==> src/rtl/load_align_unit_if.sv <==
// load_align_unit_if: memory read port between the load front-end and the data memory.
//   mem_req   : read request, held high until acknowledged (driven by master)
//   mem_addr  : word-aligned read address (driven by master)
//   mem_ack   : acknowledge, mem_rdata valid in the same cycle (driven by slave)
//   mem_rdata : read word (driven by slave)
interface load_align_unit_if;
   logic        mem_req;
   logic [31:0] mem_addr;
   logic        mem_ack;
   logic [31:0] mem_rdata;

   modport master (output mem_req, output mem_addr, input mem_ack, input mem_rdata);
   modport slave  (input mem_req, input mem_addr, output mem_ack, output mem_rdata);
endinterface

==> src/rtl/load_align_unit.sv <==
// load_align_unit: multi-cycle load front-end. Takes a load request (address and
// size), reads the containing word over a req/ack port, extracts the addressed
// byte/half/word right-justified and zero-filled, and reports the extension mode
// for the downstream sign-extender. Rejects misaligned/illegal requests and
// aborts on memory timeout.
// Ports:
//   clk, rst         : clock, synchronous active-high reset
//   ld_start         : load request (sampled only when idle)
//   ld_addr, ld_size : byte address; size 0=word 1=half 2=byte 3=illegal
//   ld_busy          : high whenever not idle
//   ld_done          : one-cycle pulse, ld_data/ld_sem_ctrl valid
//   ld_data          : extracted data, right-justified, zero-filled
//   ld_sem_ctrl      : 0=pass, 1=sign-extend 16, 2=sign-extend 8
//   ld_err           : one-cycle abort pulse
//   ld_err_code      : 1=misaligned 2=illegal size 3=timeout (held)
//   mem              : memory read port (master side)
module load_align_unit #(
   parameter bit BIG_ENDIAN     = 1'b1,
   parameter int TIMEOUT_CYCLES = 15
) (
   input  logic                      clk,
   input  logic                      rst,
   input  logic                      ld_start,
   input  logic [31:0]               ld_addr,
   input  logic [1:0]                ld_size,
   output logic                      ld_busy,
   output logic                      ld_done,
   output logic [31:0]               ld_data,
   output logic [1:0]                ld_sem_ctrl,
   output logic                      ld_err,
   output logic [1:0]                ld_err_code,
   load_align_unit_if.master         mem
);

   typedef enum logic [1:0] {S_IDLE, S_REQ, S_DONE, S_ERR} state_t;

   localparam logic [7:0] TO_LAST = 8'(TIMEOUT_CYCLES - 1);

   state_t      state_q, state_d;
   logic [7:0]  cnt_q, cnt_d;
   logic [1:0]  off_q, off_d;
   logic [1:0]  size_q, size_d;
   logic        mem_req_q, mem_req_d;
   logic [31:0] mem_addr_q, mem_addr_d;
   logic [31:0] data_q, data_d;
   logic [1:0]  sem_q, sem_d;
   logic [1:0]  code_q, code_d;

   logic [4:0]  shamt;
   logic [31:0] shifted;
   logic [31:0] extracted;

   // Right-shift amount that brings the addressed lane down to bit 0.
   // Big-endian offset n lives at the top, so the shift is the complement.
   always_comb begin
      shamt = 5'd0;
      case (size_q)
         2'd1:    shamt = BIG_ENDIAN ? {~off_q[1], 4'b0000} : {off_q[1], 4'b0000};
         2'd2:    shamt = BIG_ENDIAN ? {~off_q, 3'b000}     : {off_q, 3'b000};
         default: shamt = 5'd0;
      endcase
   end

   assign shifted = mem.mem_rdata >> shamt;

   always_comb begin
      extracted = shifted;
      case (size_q)
         2'd1:    extracted = {16'h0000, shifted[15:0]};
         2'd2:    extracted = {24'h000000, shifted[7:0]};
         default: extracted = shifted;
      endcase
   end

   always_comb begin
      state_d    = state_q;
      cnt_d      = cnt_q;
      off_d      = off_q;
      size_d     = size_q;
      mem_req_d  = mem_req_q;
      mem_addr_d = mem_addr_q;
      data_d     = data_q;
      sem_d      = sem_q;
      code_d     = code_q;
      case (state_q)
         S_IDLE: begin
            if (ld_start) begin
               off_d  = ld_addr[1:0];
               size_d = ld_size;
               if (ld_size == 2'd3) begin
                  state_d = S_ERR;
                  code_d  = 2'd2;
               end else if ((ld_size == 2'd1 && ld_addr[0]) ||
                            (ld_size == 2'd0 && ld_addr[1:0] != 2'd0)) begin
                  state_d = S_ERR;
                  code_d  = 2'd1;
               end else begin
                  state_d    = S_REQ;
                  mem_req_d  = 1'b1;
                  mem_addr_d = {ld_addr[31:2], 2'b00};
                  cnt_d      = 8'd0;
               end
            end
         end
         S_REQ: begin
            // An ack in the timeout cycle still completes the load.
            if (mem.mem_ack) begin
               data_d    = extracted;
               sem_d     = size_q;   // size encoding doubles as extension mode
               mem_req_d = 1'b0;
               state_d   = S_DONE;
            end else if (cnt_q == TO_LAST) begin
               mem_req_d = 1'b0;
               code_d    = 2'd3;
               state_d   = S_ERR;
            end else begin
               cnt_d = cnt_q + 8'd1;
            end
         end
         default: state_d = S_IDLE;   // DONE/ERR last exactly one cycle
      endcase
   end

   always_ff @(posedge clk) begin
      if (rst) begin
         state_q    <= S_IDLE;
         cnt_q      <= 8'd0;
         off_q      <= 2'd0;
         size_q     <= 2'd0;
         mem_req_q  <= 1'b0;
         mem_addr_q <= 32'd0;
         data_q     <= 32'd0;
         sem_q      <= 2'd0;
         code_q     <= 2'd0;
      end else begin
         state_q    <= state_d;
         cnt_q      <= cnt_d;
         off_q      <= off_d;
         size_q     <= size_d;
         mem_req_q  <= mem_req_d;
         mem_addr_q <= mem_addr_d;
         data_q     <= data_d;
         sem_q      <= sem_d;
         code_q     <= code_d;
      end
   end

   assign ld_busy      = (state_q != S_IDLE);
   assign ld_done      = (state_q == S_DONE);
   assign ld_err       = (state_q == S_ERR);
   assign ld_data      = data_q;
   assign ld_sem_ctrl  = sem_q;
   assign ld_err_code  = code_q;
   assign mem.mem_req  = mem_req_q;
   assign mem.mem_addr = mem_addr_q;

endmodule

==> src/flat_wrapper.sv <==
// flat-port wrapper written by rule: the top's interface ports become plain ports
module load_align_unit_flat 
#(
   parameter bit BIG_ENDIAN     = 1'b1,
   parameter int TIMEOUT_CYCLES = 15
)
  (clk, rst, ld_start, ld_addr, ld_size, ld_busy, ld_done, ld_data, ld_sem_ctrl, ld_err, ld_err_code, mem_mem_req, mem_mem_addr, mem_mem_ack, mem_mem_rdata);
  load_align_unit_if mem_i ();
  input  logic clk;
  input  logic rst;
  input  logic ld_start;
  input  logic [31:0] ld_addr;
  input  logic [1:0] ld_size;
  output logic ld_busy;
  output logic ld_done;
  output logic [31:0] ld_data;
  output logic [1:0] ld_sem_ctrl;
  output logic ld_err;
  output logic [1:0] ld_err_code;
  output wire logic [$bits(mem_i.mem_req)-1:0] mem_mem_req;
  output wire logic [$bits(mem_i.mem_addr)-1:0] mem_mem_addr;
  input wire logic [$bits(mem_i.mem_ack)-1:0] mem_mem_ack;
  input wire logic [$bits(mem_i.mem_rdata)-1:0] mem_mem_rdata;
  assign mem_mem_req = mem_i.mem_req;
  assign mem_mem_addr = mem_i.mem_addr;
  assign mem_i.mem_ack = mem_mem_ack;
  assign mem_i.mem_rdata = mem_mem_rdata;
  load_align_unit #(.BIG_ENDIAN(BIG_ENDIAN), .TIMEOUT_CYCLES(TIMEOUT_CYCLES)) u_core (.clk(clk), .rst(rst), .ld_start(ld_start), .ld_addr(ld_addr), .ld_size(ld_size), .ld_busy(ld_busy), .ld_done(ld_done), .ld_data(ld_data), .ld_sem_ctrl(ld_sem_ctrl), .ld_err(ld_err), .ld_err_code(ld_err_code), .mem(mem_i));
endmodule
==> config.mk <==
export PLATFORM = sky130hd
export DESIGN_NAME = load_align_unit_flat
export DESIGN_NICKNAME = d
export VERILOG_FILES = /design/src/rtl/load_align_unit_if.sv /design/src/rtl/load_align_unit.sv /design/src/flat_wrapper.sv
export SDC_FILE = /design/constraint.sdc
export NUM_CORES = 1
export LEC_CHECK = 0
export CAP_MARGIN = 10
export CORE_ASPECT_RATIO = 1.1
export CORE_UTILIZATION = 39
export DETAILED_ROUTE_END_ITERATION = 8
export GPL_TIMING_DRIVEN = 0
export HOLD_SLACK_MARGIN = 0.03
export PLACE_DENSITY_LB_ADDON = 0.08
export SLEW_MARGIN = 20
export SYNTH_ARGS = -nofsm -noshare
export SYNTH_HDL_FRONTEND = slang
export SYNTH_SLANG_ARGS = --single-unit
==> constraint.sdc <==
create_clock -name clk -period 2 [get_ports clk]
set_input_delay 0.3 -clock clk [delete_from_list [all_inputs] [get_ports clk]]
set_output_delay 0.3 -clock clk [all_outputs]
set_load 0.02 [all_outputs]
# == Yosys cells after proc, flatten, opt, wreduce, memory -nomap -nowiden ==
# Cells that the tools add are included.
# classes
n_addsub,1
n_eq_ne,16
shifts,1
mux,25
bitwise_logic,4
n_reduce_logical,15
# op_table
operator,n
32-bit one-hot mux with 2 select lines,1
8-bit two-way mux,5
32-bit by 5-bit right shift with 32-bit output,1
2-bit two-way mux,9
8-bit one-hot mux with 2 select lines,1
2-bit inequality test (second input constant),5
5-bit one-hot mux with 2 select lines,1
5-bit AND reduction,2
8-bit by 1-bit adder with 8-bit output (second input constant),1
2-bit equality test (second input constant),4
8-bit by 4-bit equality test with 1-bit output (second input constant),1
2-bit one-hot mux with 2 select lines,2
2-bit by 1-bit equality test with 1-bit output (second input constant),3
2-bit AND reduction,3
6-bit AND reduction,1
2-bit nonzero test,3
1-bit two-way mux,5
2-bit zero test,2
4-bit AND reduction,1
3-bit by 1-bit inequality test with 1-bit output (second input constant),1
3-bit by 2-bit inequality test with 1-bit output (second input constant),1
1-bit inverter,3
1-bit logical AND,2
2-bit by 1-bit inequality test with 1-bit output (second input constant),1
other kinds (3),3
# totals
regBits,81
out_inout_bits,72
wordCells,71

# == Logic depth before layout (Yosys ltp) ==
# depth
depth_word,7
depth_mapped,7
ltp_nobuf,6

# == Worst setup path before layout ==
# Ideal clock, no wire load.
# synth_timing
path_kind,reg-to-reg
startpoint,register u_core.size_q[0]
endpoint,"register u_core.data_q[6], in the netlist u_core.ld_data[6]"
setup_ps,135
t_arrival_ps,1765
t_required_ps,1865
setup_slack_ps,100
path_stages_with_launch,7
period_less_slack_ps,1900
cell_sequence,dfxtp_1 -> inv_1 -> ha_1 -> nor3_4 -> buf_2 -> mux2i_1 -> o221ai_1
# synth_between
elab_chain_len,4
# synth_rtl
element,line,rtl
"start, declared",load_align_unit.sv:42,"logic [1:0] size_q, size_d;"
"start signal, assigned",load_align_unit.sv:139,size_q <= size_d;
2-bit equality test / 2-bit by 1-bit equality test with 1-bit output (equally long branches),load_align_unit.sv:57,case (size_q)
5-bit one-hot mux with 2 select lines *,load_align_unit.sv:57,
32-bit by 5-bit right shift with 32-bit output *,load_align_unit.sv:64,assign shifted = mem.mem_rdata >> shamt;
32-bit one-hot mux with 2 select lines *,load_align_unit.sv:68,case (size_q)
"end signal, assigned",load_align_unit.sv:142,data_q <= data_d;
"end, declared",load_align_unit.sv:45,"logic [31:0] data_q, data_d;"
# Mark *: on every way between the ends. The rest lies on a longest branch, timed or not.
# A chain may end at the register's enable or synchronous reset.

# == Final worst setup path ==
# layout_timing
startpoint,input port ld_size[1]
endpoint,register u_core.cnt_q[5]
# layout_between
elab_chain_len,5
# layout_rtl
element,line,rtl
"start, declared",flat_wrapper.sv:13,input logic [1:0] ld_size;
2-bit by 1-bit equality test with 1-bit output / 2-bit zero test (equally long branches),"load_align_unit.sv:93, load_align_unit.sv:94",
"1-bit logical AND, on equally long branches","load_align_unit.sv:93, load_align_unit.sv:94",
1-bit logical OR,load_align_unit.sv:93,end else if ((ld_size == 2'd1 && ld_addr[0]) ||
2-bit inequality test (no line),-,
6-bit AND reduction (no line) *,-,
"end signal, assigned",load_align_unit.sv:137,cnt_q <= cnt_d;
"end, declared",load_align_unit.sv:40,"logic [7:0] cnt_q, cnt_d;"
# Marks and branches as above.

==> impl_metrics.env <==
export IMPL_status="finished clean"
export IMPL_yosys_warnings=0
export IMPL_synthCells=405
export IMPL_worstPathArrival_ns=2.15
export IMPL_n_antenna_cell=0
export IMPL_grt_pass1_vias=3170
export IMPL_maxSlewHeadroom_pct=63.6
export IMPL_drc=0
export IMPL_grt_use_total_pct=20.9
export IMPL_finClkSkew_ns=0.0104
export IMPL_cp_max_fo=10
export IMPL_antenna_found_initial=0
export IMPL_tightest_slew_ns=0.542
export IMPL_setup_viol=0
export IMPL_cts_tree="built"
export IMPL_drt_total_wl_mm=9.83
export IMPL_hold_violations=0
export IMPL_maxSlewViolCount=0
export IMPL_synth_seq_cells=81
export IMPL_die_area_mm2=0.00942
export IMPL_postLayoutCoreUtil_pct=61.0
export IMPL_gp_congestion=0.846
export IMPL_cts_root_buf="clkbuf_8"
export IMPL_die_x_um=92.6
export IMPL_critPathCaptureType="register"
export IMPL_nNetsFinal=634
export IMPL_clock_sinks=81
export IMPL_fillers=829
export IMPL_period_minus_slack_ns=1.91
export IMPL_numCtsBuffers=9
export IMPL_ir_drop_mv=0.384
export IMPL_clkSlewWorstSetupHoldPaths_ns=0.08
export IMPL_cts_htree_levels=3
export IMPL_die_y_um=102
export IMPL_synth_seq_area_share_pct=46.0
export IMPL_syn_area_per_cell_um2=8.70
export IMPL_dpl_cell_area_mm2=0.00506
export IMPL_criticalPathCategory="in2reg"
export IMPL_syn_area_mm2=0.00352
export IMPL_worstSetupStartpointType="primary input"
export IMPL_cts_buffer_depth=2
export IMPL_max_freq_mhz=523
export IMPL_io_pins=142
export IMPL_rows=36
export IMPL_synth_cell_types=51
export IMPL_io_buffers=139
export IMPL_hp_class="reg2reg"
export IMPL_layout_drive_gt1_share_pct=9.40
export IMPL_p_per_area_mw_per_mm2=730
export IMPL_maxCapViolations=0
export IMPL_drtAntennaViolNets=0
export IMPL_clkLatencyLatePin_ns=0.34
export IMPL_start_util_pct=39.9
export IMPL_first_pass_iters=4
export IMPL_hpwlAfterDp_mm=7.21
export IMPL_area_delta_synth_final_pct=52.9
export IMPL_wire_per_inst_um=14.5
export IMPL_coreArea_mm2=0.00883
export IMPL_vias_per_cell=5.04
export IMPL_grt_max_degree=14
export IMPL_required_ns=2.23
export IMPL_async_flop_share_pct=0
export IMPL_p_leak_uw=0.00202
export IMPL_synth_edf_count=0
export IMPL_num_vias=3416
export IMPL_synthFlopType="dfxtp_1"
export IMPL_fin_area_mm2=0.00539
export IMPL_whs_ns=0.456
export IMPL_grt_pass1_wl_mm=15.5
export IMPL_period_share_pct=95.6
export IMPL_drtIter0Drc=101
export IMPL_rsz0062_at_grt="true"
export IMPL_grt_overflow=0
==> worst paths after layout <==
kind / depth (start not counted) / end / from / slack [ns]
min: 2 / u_core.mem.mem_addr[11] / u_core.mem.mem_addr[11] / 0.46
min reg2reg: 2 / u_core.mem.mem_addr[11] / u_core.mem.mem_addr[11] / 0.46
max: 6 / u_core.cnt_q[5] / ld_size[1] / 0.09
max reg2reg: 7 / u_core.cnt_q[5] / u_core.cnt_q[0] / 0.09
==> placed cells by master, fill, tap and decap left out, types with 5 or more instances in the layout <==
cell type and n:
or4_1 6, buf_2 7, a22oi_1 7, a22o_1 16, o221ai_1 8, nand2_1 91
o21ai_1 7, clkdlybuf4s50_1 137, clkbuf_2 6, inv_1 8, buf_4 8, and2_1 6
clkbuf_1 11, a21oi_1 42, clkbuf_8 9, nor2_1 17, nand3_1 13, mux2i_1 19
dfxtp_1 78, o31ai_1 5
==> worst max-delay path: stages <==
cell             delay (ns)
clkdlybuf4s50_1        0.58
mux2i_2                0.38
a21oi_4                0.12
buf_4                  0.19
nor4_2                 0.23
mux2_1                 0.34
==> synth_stat cells, drive strengths merged, types with 5 or more instances <==
cell	count	area, µm²
inv	9	33.8
buf	12	73.8
a21oi	43	219
a22o	16	140
o31ai	5	37.5
o221ai	8	70.1
a22oi	7	52.6
nand2	91	342
or4	6	45.0
nand3	13	65.1
mux2i	20	200
o21ai	8	51.3
clkbuf	17	63.8
and2	6	37.5
nor2	17	63.8
dfxtp	81	1620
==> report_power, final <==
| group | internal, µW | switching (µW) |
|---|---|---|
| clock | 824 | 604 |
| combinational | 382 | 386 |
| sequential | 1690 | 50.1 |
==> layout make-up <==
class                   count  area, µm²  area share (%)
multi-input cells         287       1780            33.0
flip-flops and latches     81       1630            30.2
repair buffers            144       1430            26.6
plain buffers              28        144            2.67
well taps                 114        143            2.65
clock buffers              10        128            2.37
clock inverters             5        105            1.95
inverters                   9       33.8           0.627
==> through the flow <==
| stage | TNS, ns | total power [µW] | setup slack (ns) | std cells |
|---|---|---|---|---|
| 2_1_floorplan | 0 | 2150 | 0.100 | 406 |
| 3_3_place_gp | -13.32 | 2510 | -0.288 | 659 |
| 3_5_place_dp | -15.83 | 2520 | -0.358 | 659 |
| 4_1_cts | 0 | 3940 | 0.0205 | 674 |
| 5_1_grt | -0.0117 | 4110 | -0.0117 | 678 |
| 6_report | 0 | 3930 | 0.0872 | 678 |
==> flip-flops by register name, indices dropped and copies added, names as in the netlist <==
register and flops:
u_core.cnt_q 8, u_core.ld_data 32, u_core.ld_err_code 2, u_core.ld_sem_ctrl 2, u_core.mem.mem_addr 30, u_core.mem.mem_req 1
u_core.off_q 2, u_core.size_q 2, u_core.state_q 2
==> cells by family (layout without fill, tap and decap cells) <==
group,after synthesis,in the layout,share of synthesized area (%)
AND/OR/NAND/NOR,162,162,22.7
AO/OA/AOI/OAI,97,97,18.6
buffers and inverters,38,196,4.86
adder cells (fa/ha/maj),4,4,1.42
other,1,2,0.106
multiplexers,22,22,6.32
flip-flops,81,81,46.0
==> metal layers <==
metal,up-vias,routed length [µm],track usage [%]
met1,1572,4120,23.5
met5,-,0,0
li1,1728,-,-
met4,0,134,7.81
met3,9,700,5.78
met2,107,4880,37.6
==> repair_timing <==
action,in CTS,in global routing
hold endpoints to repair,0,0
gates resized for setup,7,16
setup endpoints to repair,20,53
buffers inserted,1,4
pin swaps,1,0
hold buffers,0,0
No activity file was read; power rests on OpenSTA's default activity.
